**src/rtl/mc_ctrl_fsm.sv**
```systemverilog
// mc_ctrl_fsm: multicycle datapath control sequencer; define MC_CTRL_PERF_EN for instr_cnt/cycle_cnt counters
module mc_ctrl_fsm #(
  parameter int MAX_WAIT = 255,
  parameter logic [3:0] HALT_OPC = 4'hF
) (
  input  logic       clk,
  input  logic       rst,
  input  logic       start,
  input  logic [3:0] opcode,
  input  logic       aluzero,
  input  logic       mem_ack,
  output logic       pcwrite,
  output logic       pcwritecond,
  output logic [1:0] pc_src,
  output logic       irwrite,
  output logic       alusrca,
  output logic [2:0] alusrcb,
  output logic [3:0] aluctrl,
  output logic       ra_en,
  output logic       mdr_en,
  output logic       regw,
  output logic       memtoreg,
  output logic       mem_req,
  output logic       mem_we,
  output logic       halted,
  output logic       mem_err,
  output logic [2:0] state
`ifdef MC_CTRL_PERF_EN
  ,
  output logic [31:0] instr_cnt,
  output logic [31:0] cycle_cnt
`endif
);
  localparam int CW = $clog2(MAX_WAIT + 1);
  typedef enum logic [2:0] {IDLE, FETCH, DECODE, EXEC, MEM, WB, HALT, BAD} state_t;
  state_t cur, nxt;
  logic [CW-1:0] wait_cnt;
  logic is_ld, is_st, timeout, unused_ok;
  assign is_ld = opcode == 4'b0001;
  assign is_st = opcode == 4'b0011;
  assign timeout = cur == MEM && !mem_ack && wait_cnt == CW'(MAX_WAIT - 1);
  assign state = cur;
  assign unused_ok = aluzero;
  always_ff @(posedge clk or negedge rst)
    if (!rst) begin
      cur <= IDLE;
      wait_cnt <= '0;
      mem_err <= 1'b0;
    end else begin
      cur <= nxt;
      wait_cnt <= (cur == MEM && nxt == MEM) ? wait_cnt + 1'b1 : '0;
      if (timeout) mem_err <= 1'b1;
    end
  always_comb begin
    nxt = cur;
    pcwrite = 1'b0;
    pcwritecond = 1'b0;
    pc_src = 2'b00;
    irwrite = 1'b0;
    alusrca = 1'b0;
    alusrcb = 3'b000;
    aluctrl = 4'b0000;
    ra_en = 1'b0;
    mdr_en = 1'b0;
    regw = 1'b0;
    memtoreg = 1'b0;
    mem_req = 1'b0;
    mem_we = 1'b0;
    halted = 1'b0;
    if (rst)
      case (cur)
        IDLE: if (start) begin
          pcwrite = 1'b1;
          pc_src = 2'b10;
          nxt = FETCH;
        end
        FETCH: begin
          irwrite = 1'b1;
          pcwrite = 1'b1;
          alusrcb = 3'b001;
          aluctrl = 4'b1000;
          nxt = DECODE;
        end
        DECODE: begin
          aluctrl = 4'b1000;
          ra_en = 1'b1;
          alusrcb = opcode == 4'b0101 ? 3'b110 : 3'b011;
          nxt = opcode == HALT_OPC ? HALT : EXEC;
        end
        EXEC:
          if (opcode == 4'b0101) begin
            pcwrite = 1'b1;
            pc_src = 2'b01;
            nxt = FETCH;
          end else if (opcode == 4'b0100) begin
            alusrca = 1'b1;
            aluctrl = 4'b1001;
            pcwritecond = 1'b1;
            pc_src = 2'b01;
            nxt = FETCH;
          end else if (is_ld || is_st) begin
            alusrca = 1'b1;
            alusrcb = 3'b010;
            aluctrl = 4'b1000;
            ra_en = 1'b1;
            nxt = MEM;
          end else begin
            alusrca = 1'b1;
            aluctrl = opcode;
            ra_en = 1'b1;
            alusrcb = opcode == 4'b1100 ? 3'b100 :
                      (opcode == 4'b1101 || opcode == 4'b1110) ? 3'b101 : 3'b000;
            nxt = WB;
          end
        MEM: begin
          mem_req = 1'b1;
          mem_we = is_st;
          mdr_en = is_ld && mem_ack;
          nxt = mem_ack ? (is_ld ? WB : FETCH) : timeout ? HALT : MEM;
        end
        WB: begin
          regw = 1'b1;
          memtoreg = is_ld;
          nxt = FETCH;
        end
        HALT: halted = 1'b1;
        default: nxt = IDLE;
      endcase
  end
`ifdef MC_CTRL_PERF_EN
  always_ff @(posedge clk or negedge rst)
    if (!rst) begin
      instr_cnt <= '0;
      cycle_cnt <= '0;
    end else begin
      if (cur == FETCH) instr_cnt <= instr_cnt + 32'd1;
      if (cur != IDLE && cur != HALT) cycle_cnt <= cycle_cnt + 32'd1;
    end
`endif
endmodule

```
**config.mk**
```make
export PLATFORM = sky130hd
export DESIGN_NAME = mc_ctrl_fsm
export DESIGN_NICKNAME = d
export VERILOG_FILES = /design/src/rtl/mc_ctrl_fsm.sv
export SDC_FILE = /design/constraint.sdc
export NUM_CORES = 1
export LEC_CHECK = 0
export CAP_MARGIN = 20
export CORE_UTILIZATION = 45
export CTS_CLUSTER_SIZE = 12
export DETAILED_ROUTE_END_ITERATION = 12
export PLACE_DENSITY = 0.83
export SLEW_MARGIN = 5
export SYNTH_ARGS = -nofsm -noshare
export SYNTH_HDL_FRONTEND = slang
export SYNTH_SLANG_ARGS = --single-unit
```
**constraint.sdc**
```tcl
create_clock -name clk -period 1.9 [get_ports clk]
set_clock_uncertainty 0.2 [all_clocks]
set_input_delay 0.38 -clock clk [delete_from_list [all_inputs] [get_ports clk]]
set_output_delay 0.38 -clock clk [all_outputs]
set_load 0.005 [all_outputs]
```
==> run metrics, run 1 <==
top cells by count, synth=19 x nor2_1, 12 x dfrtp_1, 11 x nor3_1, 7 x nand2_1, 7 x nand3_1; Mapped Area=967 sq um; yosys warns=0; GP Congestion=0.885; Ports=33; Halt Reason=[ERROR DPL-0038] Utilization greater than 100%, impossible to legalize; CTS root buffer=clkbuf_4; worst ep type=top-level output; count leader, synth=nor2_1; last worst endpoint in the global-route repair_timing=mdr_en; port buffer count=31; Cells after DPL=210; Synth Register Bits=12; ys flop type=dfrtp_1; CTS Buffer Depth=2; Distinct cells, synth=39; Seq/Total Area, Yosys=31.0%; status=aborted with a tool error; starting density of the core=48.8%; pre-CTS setup slack=-0.818 ns; Num CTS Buffers=3; pin count of the biggest net entering global routing=13; Synth top area share=31.0%; number of flops mapped to enable cells by yosys=0; Final HPWL DP=2150 um; most area-consuming cells after synthesis=dfrtp_1 31%, nor2_1 7.4%, nor3_1 5.7%, xor2_1 4.5%, nand3_1 3.6%; Sink Count=12; Exit stage=global routing; row count=16; Die Width=48.4 um; post-synth top area cell=dfrtp_1; Synth async-reset ratio=100%; Die Y=48.4 um; CTS HTree Levels=1; Avg Inst Size Synth=7.68 sq um; syn_nets=137; Gate Count Post-Synth=126
==> per-stage QoR <==
stage	area (sq um)	hold WS, ns	utilization [%]
CTS	1820	0.266	91.9
floorplan	967	-0.116	-
global placement	1520	0.241	76.9
detailed placement	1520	0.249	76.9
==> logic make-up after synthesis <==
| group | after synthesis | synth area share, % |
|---|---|---|
| AO/OA/AOI/OAI | 25 | 18.0 |
| flip-flops | 12 | 31.0 |
| XOR/XNOR | 7 | 6.34 |
| adder cells (fa/ha/maj) | 2 | 2.59 |
| buffers and inverters | 15 | 7.50 |
| AND/OR/NAND/NOR | 65 | 34.5 |
==> repair_timing <==
| item | 4_1_cts |
|---|---|
| setup buffers | 17 |
| pin swaps | 19 |
| endpoints found under the setup margin | 31 |
| hold buffers | 1 |
| hold endpoints to repair | 1 |
| resized for setup | 155 |
==> inputs of run 2 (changes only) <==
CORE_AREA = 2 2 63 65   (was unset)
CORE_UTILIZATION = unset   (was 45)
CTS_CLUSTER_SIZE = unset   (was 12)
DIE_AREA = 0 0 65 67   (was unset)
PLACE_DENSITY = unset   (was 0.83)
PLACE_DENSITY_LB_ADDON = 0.15   (was unset)
==> run 2 against run 1 <==
  * The flow now finishes, with violations (setup timing)
  * Synthesized cell count did not move
  * Synthesized area stayed put
==> run metrics, run 2 <==
antenna-violating nets left=0; Skew-Pair Late Insertion Delay=0.24 ns; CTS Buffer Depth=2 (unchanged); most area-consuming cells after synthesis=dfrtp_1 31%, nor2_1 7.4%, nor3_1 5.7%, xor2_1 4.5%, nand3_1 3.6% (unchanged); total gr overflow=0; Core Area=3610 sq um; port buffer count=31 (unchanged); Ports=33 (unchanged); minimum clock period=2.00 ns; slew margin rel.=77.2%; CP Max Fanout=4; DRT iter0 DRCs=54; ys flop type=dfrtp_1 (unchanged); Design Area, Final=1920 sq um; Routed WL per cell=12.9 um; Seq/Total Area, Yosys=31.0% (unchanged); Startpoint Class=flip-flop; Worst Max-Slew Pin Slew=0.340 ns; Final period util=105%; critical path's top delay family=simple AND/OR/NAND/NOR gates; Die Width=65 um (was 48.4 um); yosys warns=0 (unchanged); Clock transition at path regs=0.05 ns; CTS HTree Levels=1 (unchanged); row count=22 (was 16); Fmax achieved=501 MHz; Synth async-reset ratio=100% (unchanged); post-synth top area cell=dfrtp_1 (unchanged); Final WS setup=-0.0977 ns; drt total wl=3260 um; via count=1200; vias in the first global route=1188; number of flops mapped to enable cells by yosys=0 (unchanged); Sequential Area=303 sq um; Sink Count=12 (unchanged); Final Max Slew Viols=0; Total Neg Setup Slack=-0.399 ns; CP endpoint kind=output port; diode count=0; failing checks=setup timing; die area=4360 sq um; Remaining DRCs=0; first-pass GRT wire length=5420 um; commonest cells after routing, fill and taps aside=37 x buf_4, 19 x buf_2, 16 x buf_6; Tot GR Track Use=15.9%; Layout Cells excl Fill=252; drt first pass iters=4; count leader, synth=nor2_1 (unchanged); Final HPWL DP=2380 um (was 2150 um); Hold WC Path Type=in -> async; Synth Register Bits=12 (unchanged); Distinct cells, synth=39 (unchanged); share of cells above drive strength 1=58.8%; Gate Count Post-Synth=126 (unchanged); Crit path buffers/inverters=3; max reg flops=8; vias per cell=4.76; final hold violation count=0; status=finished, violations left (was aborted with a tool error); Max Cap Viol=0; Synth-to-Final Area Change=98.3%; Cells after DPL=232 (was 210); most common cell after layout, fill and taps aside=buf_4; GP Congestion=0.794 (was 0.885); Avg Inst Size Synth=7.68 sq um (unchanged); Nets=217; CP max stage delay=0.41 ns; Placed Area=1560 sq um (was 1520 sq um); Critical Path AT=1.42 ns; Synth top area share=31.0% (unchanged); VDD IR max=612 uV; fillers=342; starting density of the core=26.8% (was 48.8%); Top reg by flops=wait_cnt; CP cell instances=nand2b_4 > nor3_4 > buf_4 > buf_6 > nand2_4 > nor3_2 > buf_2; Die Y=67 um (was 48.4 um); unrepaired setup endpoints after global routing=yes; initial antenna violation count=0; syn_nets=137 (unchanged); TritonCTS clock tree=done; Power Density=1020 nW/um^2; Multi-input gate area=805 sq um; Mapped Area=967 sq um (unchanged); Leak Pwr=0.913 nW; CTS root buffer=clkbuf_8 (was clkbuf_4); pin count of the biggest net entering global routing=12; worst setup path category=reg -> out; CP Data Required Time=1.32 ns; Num CTS Buffers=3 (unchanged); CP max-delay cell=dfrtp_1; top cells by count, synth=19 x nor2_1, 12 x dfrtp_1, 11 x nor3_1, 7 x nand2_1, 7 x nand3_1 (unchanged); pre-CTS setup slack=-0.901 ns (was -0.818 ns); Setup-failing EPs final=7
-- run 2: cell counts after synthesis --
Identical to the previous run, type by type.
-- run 2: layer usage --
metal  share of wire [%]  track usage, %  vias up
met4                 1.5            5.59        0
li1                    -               -      603
met2                  53            29.5       26
met5                   0               0        -
met1                  41            18.9      564
met3                 3.6            1.35        7
-- run 2: where the power goes --
group | internal (mW) | switching (mW)
Combinational | 0.771 | 0.590
Clock | 0.139 | 0.0859
Sequential | 0.298 | 0.0639
Total | 1.21 | 0.740
-- run 2: repair_timing --
item | in CTS | in global routing
endpoints found under the setup margin | 29 | 27
resized for setup | 147 | 31
hold buffers | 1 | 0
hold endpoints to repair | 7 | 0
pin swaps | 12 | 12
buffers inserted | 12 | 5
cloned | 0 | 0
-- run 2: through the flow --
| stage | util (%) | total power, mW | hold WS [ns] |
|---|---|---|---|
| 2_1_floorplan | - | 0.758 | -0.116 |
| 3_3_place_gp | 43.2 | 1.33 | 0.244 |
| 3_5_place_dp | 43.2 | 1.34 | 0.253 |
| 4_1_cts | 49.9 | 1.77 | 0.130 |
| 5_1_grt | 53.2 | 2.09 | 0.164 |
| 6_report | 53.2 | 1.95 | 0.142 |
-- run 2: path summary, 6_finish.rpt --
| check | startpoint | to | slack (ns) | cells past startpoint |
|---|---|---|---|---|
| hold reg to reg | mem_err | mem_err | 0.26 | 1 |
| min in group clk | mem_err | mem_err | 0.26 | 1 |
| setup / recovery | state[1] | mdr_en | -0.1 | 7 |
| max in group asynchronous | rst | wait_cnt[6] | 0.86 | 3 |
| hold / removal | rst | state[2] | 0.14 | 3 |
| setup reg to reg | state[0] | wait_cnt[4] | 0.07 | 6 |
-- run 2: kinds of logic after synthesis --
group                      count (synthesis)  share of synthesized area (%)
and+or+nand+nor                           65                           34.5
AOI/OAI and AO/OA                         25                           18.0
buffers and inverters                     15                           7.50
DFF                                       12                           31.0
xor gates and xnor gates                   7                           6.34
adders and majority gates                  2                           2.59
-- run 2: cell type report --
| class | count | share of cell area [%] |
|---|---|---|
| inverter | 6 | 1.30 |
| timing repair buffer | 84 | 35.7 |
| tap | 48 | 3.13 |
| sequential | 12 | 15.8 |
| multi-input combinational | 99 | 41.9 |
| clock buffer | 3 | 2.15 |
-- run 2: worst min-delay path: stages --
cell,delay (ns)
clkdlybuf4s15_2,0.21
buf_6,0.17
buf_4,0.14
No activity file was read; power rests on OpenSTA's default activity.
